--- config.mk ---
export PLATFORM = sky130hd
export DESIGN_NAME = vga_sync_decoder
export DESIGN_NICKNAME = d
export VERILOG_FILES = /design/src/rtl/vga_sync_decoder.sv
export SDC_FILE = /design/constraint.sdc
export NUM_CORES = 1
export LEC_CHECK = 0
export CAP_MARGIN = 10
export CORE_MARGIN = 2
export CORE_UTILIZATION = 38
export DETAILED_ROUTE_END_ITERATION = 8
export PLACE_DENSITY_LB_ADDON = 0.12
export SETUP_SLACK_MARGIN = 0.05
export SYNTH_ARGS = -nofsm -noshare
export SYNTH_HDL_FRONTEND = slang
export SYNTH_SLANG_ARGS = --single-unit
--- constraint.sdc ---
create_clock -name clk -period 1.9 [get_ports clk]
set_input_delay 0.38 -clock clk [delete_from_list [all_inputs] [get_ports clk]]
set_output_delay 0.38 -clock clk [all_outputs]
set_load 0.05 [all_outputs]
--- src/rtl/vga_sync_decoder.sv ---
// vga_sync_decoder: recovers pixel position, display enable and lock status from raw hsync/vsync.
// Lock needs two consecutive correct periods after a first, unevaluated edge.
module vga_sync_decoder #(
    parameter int H_SYNCPULSE = 96,
    parameter int H_BPORCH    = 48,
    parameter int H_DISPLAY   = 640,
    parameter int H_FPORCH    = 16,
    parameter int H_SYNC      = 800,
    parameter int V_SYNCPULSE = 2,
    parameter int V_BPORCH    = 33,
    parameter int V_DISPLAY   = 480,
    parameter int V_SYNC      = 525
) (
    input  logic        clk,
    input  logic        rst,
    input  logic        hsync,
    input  logic        vsync,
    output logic [10:0] hpos,
    output logic [9:0]  vpos,
    output logic [9:0]  px_x,
    output logic [8:0]  px_y,
    output logic        de,
    output logic        h_locked,
    output logic        v_locked,
    output logic [10:0] line_len,
    output logic        sync_err
);
    localparam int HA = H_SYNCPULSE + H_BPORCH;
    localparam int HE = HA + H_DISPLAY;
    localparam int VA = V_SYNCPULSE + V_BPORCH;
    localparam int VE = VA + V_DISPLAY;
    logic        h_d, v_d, h_first, v_first;
    logic [1:0]  h_match, v_match;
    logic [10:0] h_cnt;
    logic        h_rise, h_fall, v_rise, h_tmo, h_per_bad, v_per_bad, pw_bad;
    logic [11:0] h_per;
    logic [10:0] v_per, vpos_w;
    always_comb begin
        h_rise    = hsync & ~h_d;
        h_fall    = ~hsync & h_d;
        v_rise    = vsync & ~v_d;
        h_per     = {1'b0, hpos} + 12'd1;
        v_per     = {1'b0, vpos} + 11'd1;
        vpos_w    = {1'b0, vpos};
        h_tmo     = !h_rise && hpos == 11'd2047;
        h_per_bad = h_rise && !h_first && h_per != 12'(H_SYNC);
        v_per_bad = v_rise && !v_first && v_per != 11'(V_SYNC);
        pw_bad    = h_fall && h_cnt != 11'(H_SYNCPULSE);
        h_locked  = h_match == 2'd2;
        v_locked  = v_match == 2'd2 && h_locked;
        de        = h_locked && v_locked && hpos >= 11'(HA) && hpos < 11'(HE)
                    && vpos_w >= 11'(VA) && vpos_w < 11'(VE);
        px_x      = de ? 10'(hpos - 11'(HA)) : 10'd0;
        px_y      = de ? 9'(vpos_w - 11'(VA)) : 9'd0;
    end
    always_ff @(posedge clk) begin
        if (rst) begin
            h_d      <= 1'b0;
            v_d      <= 1'b0;
            h_cnt    <= '0;
            hpos     <= '0;
            vpos     <= '0;
            line_len <= '0;
            h_first  <= 1'b1;
            v_first  <= 1'b1;
            h_match  <= '0;
            v_match  <= '0;
            sync_err <= 1'b0;
        end else begin
            h_d      <= hsync;
            v_d      <= vsync;
            h_cnt    <= hsync ? (h_cnt == 11'd2047 ? h_cnt : h_cnt + 11'd1) : 11'd0;
            hpos     <= h_rise ? 11'd0 : (hpos == 11'd2047 ? hpos : hpos + 11'd1);
            if (h_rise)
                line_len <= h_per[11] ? 11'd2047 : h_per[10:0];
            h_first  <= h_rise ? 1'b0 : (h_tmo ? 1'b1 : h_first);
            // a missing hsync drops lock quietly: no period was ever measured
            if (h_rise && !h_first)
                h_match <= h_per_bad ? 2'd0 : (h_match == 2'd2 ? 2'd2 : h_match + 2'd1);
            else if (h_tmo)
                h_match <= 2'd0;
            // vsync rise wins over a coincident hsync rise
            vpos     <= v_rise ? 10'd0 : (h_rise && vpos != 10'd1023 ? vpos + 10'd1 : vpos);
            v_first  <= v_rise ? 1'b0 : v_first;
            if (!h_locked)
                v_match <= 2'd0;
            else if (v_rise && !v_first)
                v_match <= v_per_bad ? 2'd0 : (v_match == 2'd2 ? 2'd2 : v_match + 2'd1);
            sync_err <= pw_bad | h_per_bad | v_per_bad;
        end
    end
endmodule

* Word level (Yosys, flattened, before mapping)
Cells that the tools add are included.
** Cells by class
- $add $sub $neg :: 9
- Multipliers :: 0
- Div/mod/pow operators :: 0
- Magnitude comparators :: 4
- Equality and inequality tests :: 8
- Shift operators :: 0
- Mux-type cells :: 11
- Bitwise logic cells :: 9
- Reductions and logical operators :: 22
** Operators with widths (number)
- 11-bit by 1-bit adder with 11-bit output (second input constant) :: 2
- 11-bit == test (second input constant) :: 2
- 1-bit logical AND :: 13
- 11-bit by 1-bit adder with 12-bit output (second input constant) :: 1
- 2-bit two-way mux :: 6
- 12-bit by 10-bit != test with 1-bit output (second input constant) :: 1
- 10-bit by 1-bit adder with 11-bit output (second input constant) :: 1
- 11-bit by 8-bit >= comparator with 1-bit output (second input constant) :: 1
- 11-bit by 10-bit < comparator with 1-bit output (second input constant) :: 1
- 11-bit two-way mux :: 1
- 11-bit by 10-bit != test with 1-bit output (second input constant) :: 1
- 11-bit by 7-bit != test with 1-bit output (second input constant) :: 1
- 10-bit by 1-bit adder with 10-bit output (second input constant) :: 1
- 10-bit by 6-bit >= comparator with 1-bit output (second input constant) :: 1
- 10-bit < comparator (second input constant) :: 1
- 10-bit two-way mux :: 1
- 10-bit != test (second input constant) :: 1
- 10-bit by 8-bit subtractor with 10-bit output (second input constant) :: 1
- 9-bit two-way mux :: 1
- 9-bit by 6-bit subtractor with 9-bit output (second input constant) :: 1
- 2-bit OR reduction :: 4
- 2-bit by 1-bit adder with 2-bit output (second input constant) :: 2
- 2-bit == test (second input constant) :: 2
- 1-bit inverter :: 4
- other kinds (5) :: 12
** Word-level totals
- Bits in registers :: 52
- Latch bits :: 0
- Bits in writable memories :: 0
- Memory bits (read-only) :: 0
- Output and inout port bits :: 55
- Memories kept :: 0

* Depth between registers and ports, before layout
- Depth after elaboration :: 8
- Mapped depth :: 8
- Depth with buffers taken out :: 6

* Least setup slack after synthesis
OpenSTA, ideal clock, no wires.
- Path kind :: reg2out
- Start point :: reg h_match[0]
- End point :: out px_x[7]
- Arrival time :: 2.980 ns
- Slack :: -1.460 ns
- Stages on the path, launching flop included :: 8
- Path buffers :: 1
- Cell sequence :: dfxtp_1 inv_1 ha_1 and2_1 nor3b_1 o211ai_2 buf_4 nor3_1
** On the way
- Cells in the longest elaborated chain, start to end :: 8
** Ends and longest elaborated chain
- start, declared :: line 33 : logic [1:0] h_match, v_match;
- start signal, assigned :: line 79 : h_match <= h_per_bad ? 2'd0 : (h_match == 2'd2 ? 2'd2 : h_match + 2'd1);
- 2-bit == test :: line 49 : h_locked = h_match == 2'd2;
- net h_locked :: line 23 : output logic h_locked,
- 1-bit logical AND :: line 50 : v_locked = v_match == 2'd2 && h_locked;
- net v_locked :: line 24 : output logic v_locked,
- 1-bit logical AND (3 in a row) :: line 51 : de = h_locked && v_locked && hpos >= 11'(HA) && hpos < 11'(HE)
- 1-bit logical AND (2 in a row) :: line 52 : && vpos_w >= 11'(VA) && vpos_w < 11'(VE);
- 10-bit two-way mux :: line 53 : px_x = de ? 10'(hpos - 11'(HA)) : 10'd0;
- end, declared :: line 20 : output logic [9:0] px_x,
The timed path passes the listed nets, and every way through them passes these cells.

* Final worst setup path
- Start point :: reg vpos[0]
- End point :: out px_x[7]
** On the way
- Cells in the longest elaborated chain, start to end :: 4
** Ends and longest elaborated chain
- start, declared :: line 19 : output logic [9:0] vpos,
- start signal, assigned :: line 83 : vpos <= v_rise ? 10'd0 : (h_rise && vpos != 10'd1023 ? vpos + 10'd1 : vpos);
- 10-bit by 6-bit >= comparator with 1-bit output :: line 52
- 1-bit logical AND :: line 52
- 1-bit logical AND * :: line 52
- 10-bit two-way mux * :: line 53
Mark *: on every way between the ends. The rest lies on a longest branch, timed or not.

==> summary.txt <==
==================================================================================
Netlist area before placement .......................................    2950 um^2
Worst min path class ................................................      reg2reg
Most common library cell in the layout ignoring fill and taps ....... sky130_fd_sc_hd__buf_4
Min-Delay Startpoint ................................................  line_len[7]
Sort of element at the start of the critical path ...................    flip-flop
Via density per instance ............................................         4.94
Die Ht ..............................................................      92.1 um
Via count of the routed design ......................................         2866
Router iterations before antenna repair .............................            4
Main flop type after synthesis ...................................... sky130_fd_sc_hd__dfxtp_1
Fraction of the cycle the final worst path needs ....................         1.32
Number of nets in the final layout ..................................          494
Element type at the critical path end ............................... primary output
Mapped Nets .........................................................          383
DRT iter0 DRCs ......................................................           79
Critical path, cell by cell ......................................... ha_4 > or4_4 > nor2_2 > o211ai_4 > buf_12 > nor3_4 > buf_12
GR Overflow Total ...................................................            0
Slowest CP cell ..................................................... sky130_fd_sc_hd__or4_4
Worst slack at placement ............................................    -0.266 ns
Overall routing resource usage ......................................        0.183
Clock transition at path regs .......................................      0.10 ns
Clk sink count ......................................................           52
Starting Density ....................................................        0.387
Synth-to-layout area growth .........................................        56.2%
Buffer levels on the longest clock path .............................            2
Yosys reg bits ......................................................           52
Skew final ..........................................................    0.0142 ns
Most used cell along the critical path .............................. sky130_fd_sc_hd__buf_12
Total number of H-tree levels .......................................            2
Yosys warns .........................................................            0
Required time of the critical path ..................................      1.52 ns
Maximum fanout encountered on the critical timing path ..............            9
Total count of hold-check failures in the final report ..............            0
Fraction of final layout cells with drive strength greater than 1 ...        0.418
Count of nets left with antenna violations after detail routing .....            0
Placer's final routability congestion estimate ......................        0.842
LEAKAGE .............................................................   0.00189 uW
Filler cell count in the final layout ...............................          692
Number of antenna violations at the first check in global routing ...            0
Half-perimeter wire length after placement ..........................      5.91 mm
Synthesized area per cell ...........................................    8.05 um^2
Run status .......................................................... finished, violations left
Later-pin clock latency in the skew report ..........................      0.31 ns
Slew headroom .......................................................        0.677
Standard cell core area .............................................    7610 um^2
Fin area ............................................................    4600 um^2
Arrival time at the worst endpoint ..................................      2.12 ns
Top Ports ...........................................................           59
Worst Setup SP ......................................................      vpos[0]
Number of instances in the synthesized netlist ......................          366
Total of buffers placed on input and output ports ...................           58
Commonest cells after routing, fill and taps aside .................. 94 x sky130_fd_sc_hd__buf_4, 35 x sky130_fd_sc_hd__dfxtp_1, 32 x sky130_fd_sc_hd__nor2_1, 28 x sky130_fd_sc_hd__a21oi_1, 25 x sky130_fd_sc_hd__xnor2_1
Number of placement rows ............................................           32
Via count of the first global-routing pass ..........................         2728
Count of inserted antenna diode cells ...............................            0
DR WL/cell ..........................................................      13.0 um
Critical path class .................................................      reg2out
Maximum clock rate ..................................................      399 MHz
Number of enable-type register cells in the synthesized netlist .....            0
Final Slew Violations ...............................................            0
Count of distinct cell types in the synthesized netlist .............           55
Slew at the pin closest to its max-slew limit .......................     0.486 ns
Number of design rule violations left after detail routing ..........            0
Wire length of the first global-routing pass ........................      12.7 mm
Maximum VDD drop ....................................................     0.425 mV
PnR worst setup slack ...............................................    -0.604 ns
Maximum number of pins on one net before global-route repair ........           18
CTS buffer count ....................................................            5
Total power .........................................................      2090 uW
# setup viols final .................................................           20
Placed inst area ....................................................    4340 um^2
Total negative slack for setup checks ...............................    -11.41 ns
TritonCTS clock tree ................................................          yes
Unrepaired setup endpoints after global routing .....................         true
Crit path buf inv count .............................................            2
Asr flop ratio synth ................................................            0
Buffer cell driving the clock tree root ............................. sky130_fd_sc_hd__clkbuf_8
Die extent in x .....................................................      92.1 um
Sequential element share of the synthesized area ....................        0.353
Core Util, Final ....................................................        0.605
Number of max-cap violations ........................................            0
Violations in the final reports ..................................... negative setup slack
Final wirelength ....................................................      7.51 mm
Min cycle time layout ...............................................      2.50 ns
Largest stage delay, worst path .....................................      0.45 ns
Worst r2r src .......................................................      hpos[5]
Family of cells with the greatest summed delay on the critical path . simple AND/OR/NAND/NOR gates
Power density over cell area ........................................  453 nW/um^2
Die Outline Area ....................................................    8470 um^2
==================================================================================
==> cells by family (layout without fill, tap and decap cells) <==
kind of cell,Yosys count,count (layout),synth area share
simple gates,140,140,0.243
compound gates,75,75,0.163
flops,52,52,0.353
buf+inv,48,160,0.0709
xor+xnor,36,36,0.107
fa+ha+maj,13,13,0.0552
mux,2,2,0.00679
==> through the flow <==
step	instances	hold WS, ns
after detailed placement	570	0.454
after floorplan	366	0.435
after global placement	570	0.445
final	580	0.483
after global routing	580	0.527
after CTS	579	0.481
==> power by group <==
group	switching (uW)	internal [uW]
registers	17.0	1110
clock network	384	306
logic	171	98.5
total	571	1510
==> final cells by class <==
class,count,area [um^2],area share
clock buffers,6,82.6,0.0179
clock inverters,2,17.5,0.00381
inverters,25,93.8,0.0204
multi-input cells,266,2000,0.434
flip-flops and latches,52,1080,0.235
well taps,102,128,0.0277
repair buffers,127,1200,0.261
==> flip-flops by register name (all words and copies together), names as in the netlist <==
| signal | flops |
|---|---|
| hpos | 11 |
| v_first | 1 |
| v_d | 1 |
| h_cnt | 11 |
| h_match | 2 |
| vpos | 10 |
| v_match | 2 |
| h_first | 1 |
| h_d | 1 |
| sync_err | 1 |
| line_len | 11 |
==> worst min-delay path, stage by stage (launching register included) <==
cell,delay [ns]
sky130_fd_sc_hd__dfxtp_1,0.34
sky130_fd_sc_hd__nand2_1,0.06
sky130_fd_sc_hd__a21oi_1,0.05
==> what timing repair did <==
item                       in CTS  in global routing
buffers inserted                1                  1
setup endpoints to repair      23                 29
pin swaps                       2                  8
hold buffers                    0                  0
resized for setup               9                 27
cloned                          0                  0
==> synthesized netlist by cell type, types with 2 or more instances <==
cell	n	area share
sky130_fd_sc_hd__nand4_1	11	0.023
sky130_fd_sc_hd__clkbuf_1	10	0.013
sky130_fd_sc_hd__o31a_1	2	0.0059
sky130_fd_sc_hd__and3_1	2	0.0042
sky130_fd_sc_hd__a311oi_1	2	0.0059
sky130_fd_sc_hd__mux2i_1	2	0.0068
sky130_fd_sc_hd__nor2_1	51	0.065
sky130_fd_sc_hd__o211ai_1	4	0.010
sky130_fd_sc_hd__a21oi_1	30	0.051
sky130_fd_sc_hd__buf_4	5	0.013
sky130_fd_sc_hd__inv_1	24	0.031
sky130_fd_sc_hd__buf_2	8	0.014
sky130_fd_sc_hd__dfxtp_1	52	0.35
sky130_fd_sc_hd__or4_1	2	0.0051
sky130_fd_sc_hd__nor4_1	4	0.0085
sky130_fd_sc_hd__and2_1	5	0.011
sky130_fd_sc_hd__xnor2_1	25	0.074
sky130_fd_sc_hd__ha_1	13	0.055
sky130_fd_sc_hd__nand3_1	15	0.025
sky130_fd_sc_hd__o211a_1	2	0.0068
sky130_fd_sc_hd__xor2_1	11	0.033
sky130_fd_sc_hd__nand3b_1	2	0.0051
sky130_fd_sc_hd__nor3_1	6	0.010
sky130_fd_sc_hd__nor2b_1	2	0.0042
sky130_fd_sc_hd__a211oi_1	2	0.0051
sky130_fd_sc_hd__nand2_1	24	0.031
sky130_fd_sc_hd__o31ai_1	3	0.0076
sky130_fd_sc_hd__o21ai_0	18	0.031
sky130_fd_sc_hd__nand2b_1	3	0.0064
==> per-layer routing <==
layer  vias up  wire, um  global-route usage
li1       1477         -                   -
met1      1330      3450               0.233
met2        53      3660               0.316
met3         6       320              0.0320
met4         0        82              0.0560
met5         -         0                   0
==> worst paths after layout <==
kind / end / slack, ns / cells past startpoint
worst min-delay path: line_len[7] / 0.48 / 2
worst max register to register: sync_err / 0.05 / 7
worst min register to register: line_len[7] / 0.48 / 2
worst max-delay path: px_x[7] / -0.60 / 7
Note: power is estimated with default switching activity, not from simulation.
